$ cat src/rtl/mxv_pkg.sv
// Shared types for the MxV lane sequencer: byte type, lane selector and sequencer FSM states.
package mxv_pkg;

    typedef logic [7:0] uint8_t;

    localparam int MXV_LANES = 4;

    typedef logic [1:0] lane_sel_t;

    typedef enum logic {SEQ_IDLE, SEQ_ROW} seq_state_t;

    // Lane advance wraps 3 -> 0 through the 2-bit width.
    function automatic lane_sel_t lane_next(input lane_sel_t l);
        return l + 2'd1;
    endfunction

endpackage

$ cat src/rtl/mxv_lane_sequencer_if.sv
// Stream-in / lane-out bundle of the MxV lane sequencer.
interface mxv_lane_sequencer_if #(
    parameter int FIFO_DEPTH = 4
);
    import mxv_pkg::*;

    localparam int CNT_W = $clog2(FIFO_DEPTH) + 1;

    logic             in_valid;
    uint8_t           in_data;
    logic             in_ready;
    logic             out_ready;
    logic             out_valid;
    lane_sel_t        Selector;
    uint8_t           Data_input;
    logic             row_done;
    logic [CNT_W-1:0] fifo_count;

    modport slave (
        input  in_valid, in_data, out_ready,
        output in_ready, out_valid, Selector, Data_input, row_done, fifo_count
    );

    modport master (
        output in_valid, in_data, out_ready,
        input  in_ready, out_valid, Selector, Data_input, row_done, fifo_count
    );

endinterface

$ cat src/rtl/mxv_byte_fifo.sv
// Show-ahead byte FIFO: head entry is visible whenever the FIFO is non-empty.
module mxv_byte_fifo
    import mxv_pkg::*;
#(
    parameter  int DEPTH = 4,
    localparam int AW    = $clog2(DEPTH),
    localparam int CW    = AW + 1
) (
    input  logic          clk,
    input  logic          rst_n,
    input  logic          clear_i,
    input  logic          push_i,
    input  uint8_t        data_i,
    input  logic          pop_i,
    output uint8_t        head_o,
    output logic [CW-1:0] count_o,
    output logic          full_o,
    output logic          empty_o
);

    uint8_t        mem_q [DEPTH];
    logic [AW-1:0] wr_ptr_q, rd_ptr_q;
    logic [CW-1:0] count_q;
    logic          push_ok, pop_ok;

    assign full_o  = (count_q == CW'(DEPTH));
    assign empty_o = (count_q == '0);
    assign head_o  = mem_q[rd_ptr_q];
    assign count_o = count_q;

    // Guarded locally too, so the count can never over/underflow.
    assign push_ok = push_i && !full_o;
    assign pop_ok  = pop_i  && !empty_o;

    always_ff @(posedge clk or negedge rst_n) begin
        if (!rst_n) begin
            wr_ptr_q <= '0;
            rd_ptr_q <= '0;
            count_q  <= '0;
        end else if (clear_i) begin
            wr_ptr_q <= '0;
            rd_ptr_q <= '0;
            count_q  <= '0;
        end else begin
            if (push_ok) wr_ptr_q <= wr_ptr_q + 1'b1;
            if (pop_ok)  rd_ptr_q <= rd_ptr_q + 1'b1;
            case ({push_ok, pop_ok})
                2'b10:   count_q <= count_q + 1'b1;
                2'b01:   count_q <= count_q - 1'b1;
                default: count_q <= count_q;
            endcase
        end
    end

    // Storage needs no reset: it is only observed through a non-empty head.
    always_ff @(posedge clk) begin
        if (push_ok && !clear_i) mem_q[wr_ptr_q] <= data_i;
    end

endmodule

$ cat src/rtl/mxv_lane_sequencer.sv
// Buffers an upstream byte stream and issues it element by element onto lanes 0..3,
// flagging the completion of each 4-element row.
module mxv_lane_sequencer
    import mxv_pkg::*;
#(
    parameter int FIFO_DEPTH = 4
) (
    input  logic                  clk,
    input  logic                  rst_n,
    input  logic                  row_abort,
    mxv_lane_sequencer_if.slave   bus
);

    localparam int CNT_W = $clog2(FIFO_DEPTH) + 1;
    localparam lane_sel_t LAST_LANE = lane_sel_t'(MXV_LANES - 1);

    uint8_t           head;
    logic [CNT_W-1:0] count;
    logic             full, empty;
    logic             push, pop;

    seq_state_t state_q, state_d;
    lane_sel_t  lane_q,  lane_d;
    logic       row_done_q, row_done_d;

    // in_ready is held low while reset is asserted.
    assign bus.in_ready   = rst_n && !full;
    assign bus.out_valid  = !empty;
    assign bus.Data_input = bus.out_valid ? head : '0;
    assign bus.Selector   = lane_q;
    assign bus.row_done   = row_done_q;
    assign bus.fifo_count = count;

    assign push = bus.in_valid && bus.in_ready;
    assign pop  = bus.out_valid && bus.out_ready;

    mxv_byte_fifo #(.DEPTH(FIFO_DEPTH)) u_fifo (
        .clk     (clk),
        .rst_n   (rst_n),
        .clear_i (row_abort),
        .push_i  (push),
        .data_i  (bus.in_data),
        .pop_i   (pop),
        .head_o  (head),
        .count_o (count),
        .full_o  (full),
        .empty_o (empty)
    );

    always_ff @(posedge clk or negedge rst_n) begin
        if (!rst_n) begin
            state_q    <= SEQ_IDLE;
            lane_q     <= '0;
            row_done_q <= 1'b0;
        end else begin
            state_q    <= state_d;
            lane_q     <= lane_d;
            row_done_q <= row_done_d;
        end
    end

    // An empty FIFO mid-row simply leaves the lane parked in SEQ_ROW.
    always_comb begin
        state_d    = state_q;
        lane_d     = lane_q;
        row_done_d = 1'b0;
        if (row_abort) begin
            state_d = SEQ_IDLE;
            lane_d  = '0;
        end else if (pop) begin
            lane_d     = lane_next(lane_q);
            row_done_d = (lane_q == LAST_LANE);
            case (state_q)
                SEQ_IDLE: if (lane_q == '0)       state_d = SEQ_ROW;
                SEQ_ROW:  if (lane_q == LAST_LANE) state_d = SEQ_IDLE;
                default:  state_d = SEQ_IDLE;
            endcase
        end
    end

endmodule
$ cat src/flat_wrapper.sv
// flat-port wrapper written by rule: the top's interface ports become plain ports
module mxv_lane_sequencer_flat import mxv_pkg::*;
#(
    parameter int FIFO_DEPTH = 4
)
  (clk, rst_n, row_abort, bus_in_valid, bus_in_data, bus_out_ready, bus_in_ready, bus_out_valid, bus_Selector, bus_Data_input, bus_row_done, bus_fifo_count);
  mxv_lane_sequencer_if #(.FIFO_DEPTH(FIFO_DEPTH)) bus_i ();
  input  logic clk;
  input  logic rst_n;
  input  logic row_abort;
  input wire logic [$bits(bus_i.in_valid)-1:0] bus_in_valid;
  input wire logic [$bits(bus_i.in_data)-1:0] bus_in_data;
  input wire logic [$bits(bus_i.out_ready)-1:0] bus_out_ready;
  output wire logic [$bits(bus_i.in_ready)-1:0] bus_in_ready;
  output wire logic [$bits(bus_i.out_valid)-1:0] bus_out_valid;
  output wire logic [$bits(bus_i.Selector)-1:0] bus_Selector;
  output wire logic [$bits(bus_i.Data_input)-1:0] bus_Data_input;
  output wire logic [$bits(bus_i.row_done)-1:0] bus_row_done;
  output wire logic [$bits(bus_i.fifo_count)-1:0] bus_fifo_count;
  assign bus_i.in_valid = bus_in_valid;
  assign bus_i.in_data = bus_in_data;
  assign bus_i.out_ready = bus_out_ready;
  assign bus_in_ready = bus_i.in_ready;
  assign bus_out_valid = bus_i.out_valid;
  assign bus_Selector = bus_i.Selector;
  assign bus_Data_input = bus_i.Data_input;
  assign bus_row_done = bus_i.row_done;
  assign bus_fifo_count = bus_i.fifo_count;
  mxv_lane_sequencer #(.FIFO_DEPTH(FIFO_DEPTH)) u_core (.clk(clk), .rst_n(rst_n), .row_abort(row_abort), .bus(bus_i));
endmodule
$ cat config.mk
export PLATFORM = sky130hd
export DESIGN_NAME = mxv_lane_sequencer_flat
export DESIGN_NICKNAME = d
export VERILOG_FILES = /design/src/rtl/mxv_pkg.sv /design/src/rtl/mxv_lane_sequencer_if.sv /design/src/rtl/mxv_byte_fifo.sv /design/src/rtl/mxv_lane_sequencer.sv /design/src/flat_wrapper.sv
export SDC_FILE = /design/constraint.sdc
export NUM_CORES = 1
export LEC_CHECK = 0
export BUFFER_PORTS_ARGS = -buffer_cell sky130_fd_sc_hd__buf_4
export CAP_MARGIN = 15
export CELL_PAD_IN_SITES_DETAIL_PLACEMENT = 2
export CELL_PAD_IN_SITES_GLOBAL_PLACEMENT = 2
export CORE_UTILIZATION = 40
export CTS_CLUSTER_DIAMETER = 200
export DETAILED_ROUTE_END_ITERATION = 10
export PLACE_DENSITY_LB_ADDON = 0.1
export SYNTH_ARGS = -nofsm -noshare
export SYNTH_HDL_FRONTEND = slang
export SYNTH_SLANG_ARGS = --single-unit
$ cat constraint.sdc
create_clock -name clk -period 2.5 [get_ports clk]
set_clock_uncertainty 0.15 [all_clocks]
set_input_delay 0.25 -clock clk [delete_from_list [all_inputs] [get_ports clk]]
set_output_delay 0.25 -clock clk [all_outputs]
set_load 0.01 [all_outputs]
==> summary.md <==
| Metric | Value |
|---|---|
| Sw frac | 0.3128 |
| Final Core Density | 0.5363 |
| GR Overflow Total | 0 |
| H-tree levels | 2 |
| TritonCTS buffer count | 5 |
| Synth top area cells | edfxtp_1 52%, dfrtp_1 13%, mux4_2 9.7% |
| WP data required | between 2 and 3 ns |
| CTS root buf | clkbuf_8 |
| HP Class | in2reg |
| I/O pins | 29 |
| Combinational power share | 0.349 |
| Standard-cell rows | 24 |
| DRC violations left | 0 |
| Crit end category | register |
| Vias per cell | 5.372 |
| Cells after DPL | 190 |
| Post-Synthesis Cells | 110 |
| TritonCTS clock tree | built |
| Power Density | about 1000 nW/um^2 |
| Top cell type's share of synthesized area | 0.5182 |
| CP Max Fanout | 8 |
| Post-synth net total | 129 |
| Fmax achieved | 427.1 MHz |
| Nets | around 170 |
| Die Wd | 70.09 um |
| Initial antenna violation count | 0 |
| Post-DR wirelength/cell | between 20 and 25 um |
| Syn Area/Cell | 16.86 sq um |
| Post-Syn Area | 1854 sq um |
| Crit path time final | around 2.3 ns |
| Pin count of the biggest net entering global routing | 16 |
| Peak VDD IR | 0.5572 mV |
| Clock network fraction of total power | 0.273 |
| Core region area | roughly 4400 sq um |
| Die Area | 4912 sq um |
| Overall routing resource usage | 0.2044 |
| Startpoint Class | register |
| Max clock buf depth | 2 |
| First-pass GRT wire length | 7120 um |
| Reg clk slew, reported paths | 0.08 ns |
| Post-synth top cells | 32 x edfxtp_1, 10 x dfrtp_1, 9 x nor2b_1 |
| Post-Layout Cell Count | between 200 and 250 |
| Post-synth EDFFs | 32 |
| Via count | 1,112 |
| Sw Pwr | 746.6 uW |
| Async SR Flop Fraction | 0.2381 |
| Area growth syn-to-layout | 27.67% |
| Initial Utilization | 0.4201 |
| Yosys warnings | 0 |
| Gpl congestion | 0.6377 |
| N_diodes | 0 |
| Count leader, synth | edfxtp_1 |
| Crit path DAT | 2.40 ns |
| Synth area leader | edfxtp_1 |
| # setup viols final | 0 |
| Final Hold Fails | 0 |
| Power share of the sequential group | 0.378 |
| Clk_lat worst skew | roughly 0.3 ns |
| Max-slew violations | 0 |
| CTS Sinks | 42 |
| Worst-Margin Slew | roughly 0.50 ns |
| CP Class | reg2reg |
| P_int | 1.640 mW |
| Synth cell types | 33 |
| Layout cells sized above 1 | 0.3484 |
| Seq/Total Area, Yosys | 0.6532 |
| Worst slew margin | 0.6691 |
| Final period utilization | 0.9364 |
| Yosys reg bits | 42 |
| Antenna Nets Post-Route | 0 |
| Max cap viols | 0 |
| Number of global-route vias before repair | around 1,300 |
| Die height | 70.09 um |
| Post-synth top flop | edfxtp_1 |
| RSZ-0062 raised after global routing | no |
| Initial drt markers | approximately 110 |
| Leak pwr | 0.9138 nW |
| Status | complete, no violations |
| Final wirelength | 4458 um |
| IO Port Bufs | 28 |
| DP HPWL | 3084 um |
| Setup TNS | 0 ns |
| DRT Pass-1 Iters | 4 |
cell families (layout without fill, tap and decap cells):
family,after synthesis,count (layout),share of synthesized area
AOI/OAI and AO/OA,5,5,0.03306
xor gates and xnor gates,3,3,0.01417
muxes,12,12,0.1194
buffers and inverters,7,52,0.01484
adders and majority gates,6,6,0.04453
and+or+nand+nor,35,35,0.1208
DFF,42,42,0.6532
final timing paths:
| path | start | endpoint | slack [ns] | depth (start not counted) |
|---|---|---|---|---|
| max in group asynchronous | rst_n | u_core.bus.row_done | 1.83 | 2 |
| min in group asynchronous | rst_n | u_core.u_fifo.rd_ptr_q[1] | 0.18 | 2 |
| worst min register to register | u_core.bus.Selector[0] | u_core.bus.Selector[0] | 0.43 | 2 |
| worst max-delay path | u_core.u_fifo.count_o[2] | u_core.u_fifo.count_o[2] | 0.16 | 5 |
| worst max register to register | u_core.u_fifo.count_o[2] | u_core.u_fifo.count_o[2] | 0.16 | 5 |
| worst min-delay path | row_abort | u_core.u_fifo.rd_ptr_q[0] | 0.07 | 2 |
layout by cell type (no fill, tap or decap), drive strengths merged, types with 2 or more instances in the layout:
cell type	n
edfxtp	32
nand2b	2
xnor2	2
ha	5
bufinv	2
dlygate4sd3	9
nor2b	10
buf	31
mux2i	3
mux4	8
nor2	7
and2	5
dfrtp	10
clkbuf	5
inv	4
layer usage:
metal | global-route usage | up-vias | share of wire
li1 | - | 498 | -
met1 | 0.2429 | 585 | 0.42
met2 | 0.3526 | 21 | 0.53
met3 | 0.05772 | 8 | 0.029
met4 | 0.07556 | 0 | 0.021
met5 | 0 | - | 0
state kept, by name (all words and copies together), names as in the netlist:
name / cells
u_core.bus.Selector: 2
u_core.bus.row_done: 1
u_core.u_fifo.count_o: 3
u_core.u_fifo.mem_q: 32
u_core.u_fifo.rd_ptr_q: 2
u_core.u_fifo.wr_ptr_q: 2
power groups by stage:
stage	Combinational [mW]	Sequential, mW	Clock, mW
2_1_floorplan	0.456	0.892	0
3_3_place_gp	0.791	0.904	0
5_1_grt	0.903	0.914	0.689
4_1_cts	0.849	0.905	0.667
6_report	0.832	0.902	0.653
3_5_place_dp	0.820	0.918	0
stage by stage:
| stage | worst slack [ns] | hold WS, ns | area (sq um) | power, mW |
|---|---|---|---|---|
| finish | 0.1589 | 0.07053 | 2367 | 2.386 |
| global route | 0.07639 | 0.06456 | 2367 | 2.506 |
| CTS | 0.1567 | 0.05854 | 2367 | 2.421 |
| detailed placement | 0.2127 | -0.03363 | 2140 | 1.738 |
| global placement | 0.3495 | -0.04194 | 2140 | 1.695 |
| floorplan | 0.3722 | -0.1956 | 1854 | 1.348 |
worst max-delay path: stages, from the launching register on:
cell and delay [ns]:
dfrtp_1 0.52, or3b_4 0.47, a31oi_4 0.27, fa_1 0.27, or4b_1 0.46, o2111ai_1 0.11
final cells by class:
class                      count  area [sq um]
inverter                       4         15.01
timing repair buffer          40         322.8
clock buffer                   5         68.82
clock inverter                 3         68.82
multi-input combinational     61         615.6
tap                           52         65.06
sequential                    42          1211
fill                         387          2047
repair_timing:
| item | CTS | global route |
|---|---|---|
| resized for setup | 0 | 0 |
| hold buffers | 9 | 0 |
| endpoints found under the setup margin | 0 | 0 |
| endpoints found under the hold margin | 41 | 0 |
| buffers inserted | 0 | 0 |
Note: power is estimated with default switching activity, not from simulation.
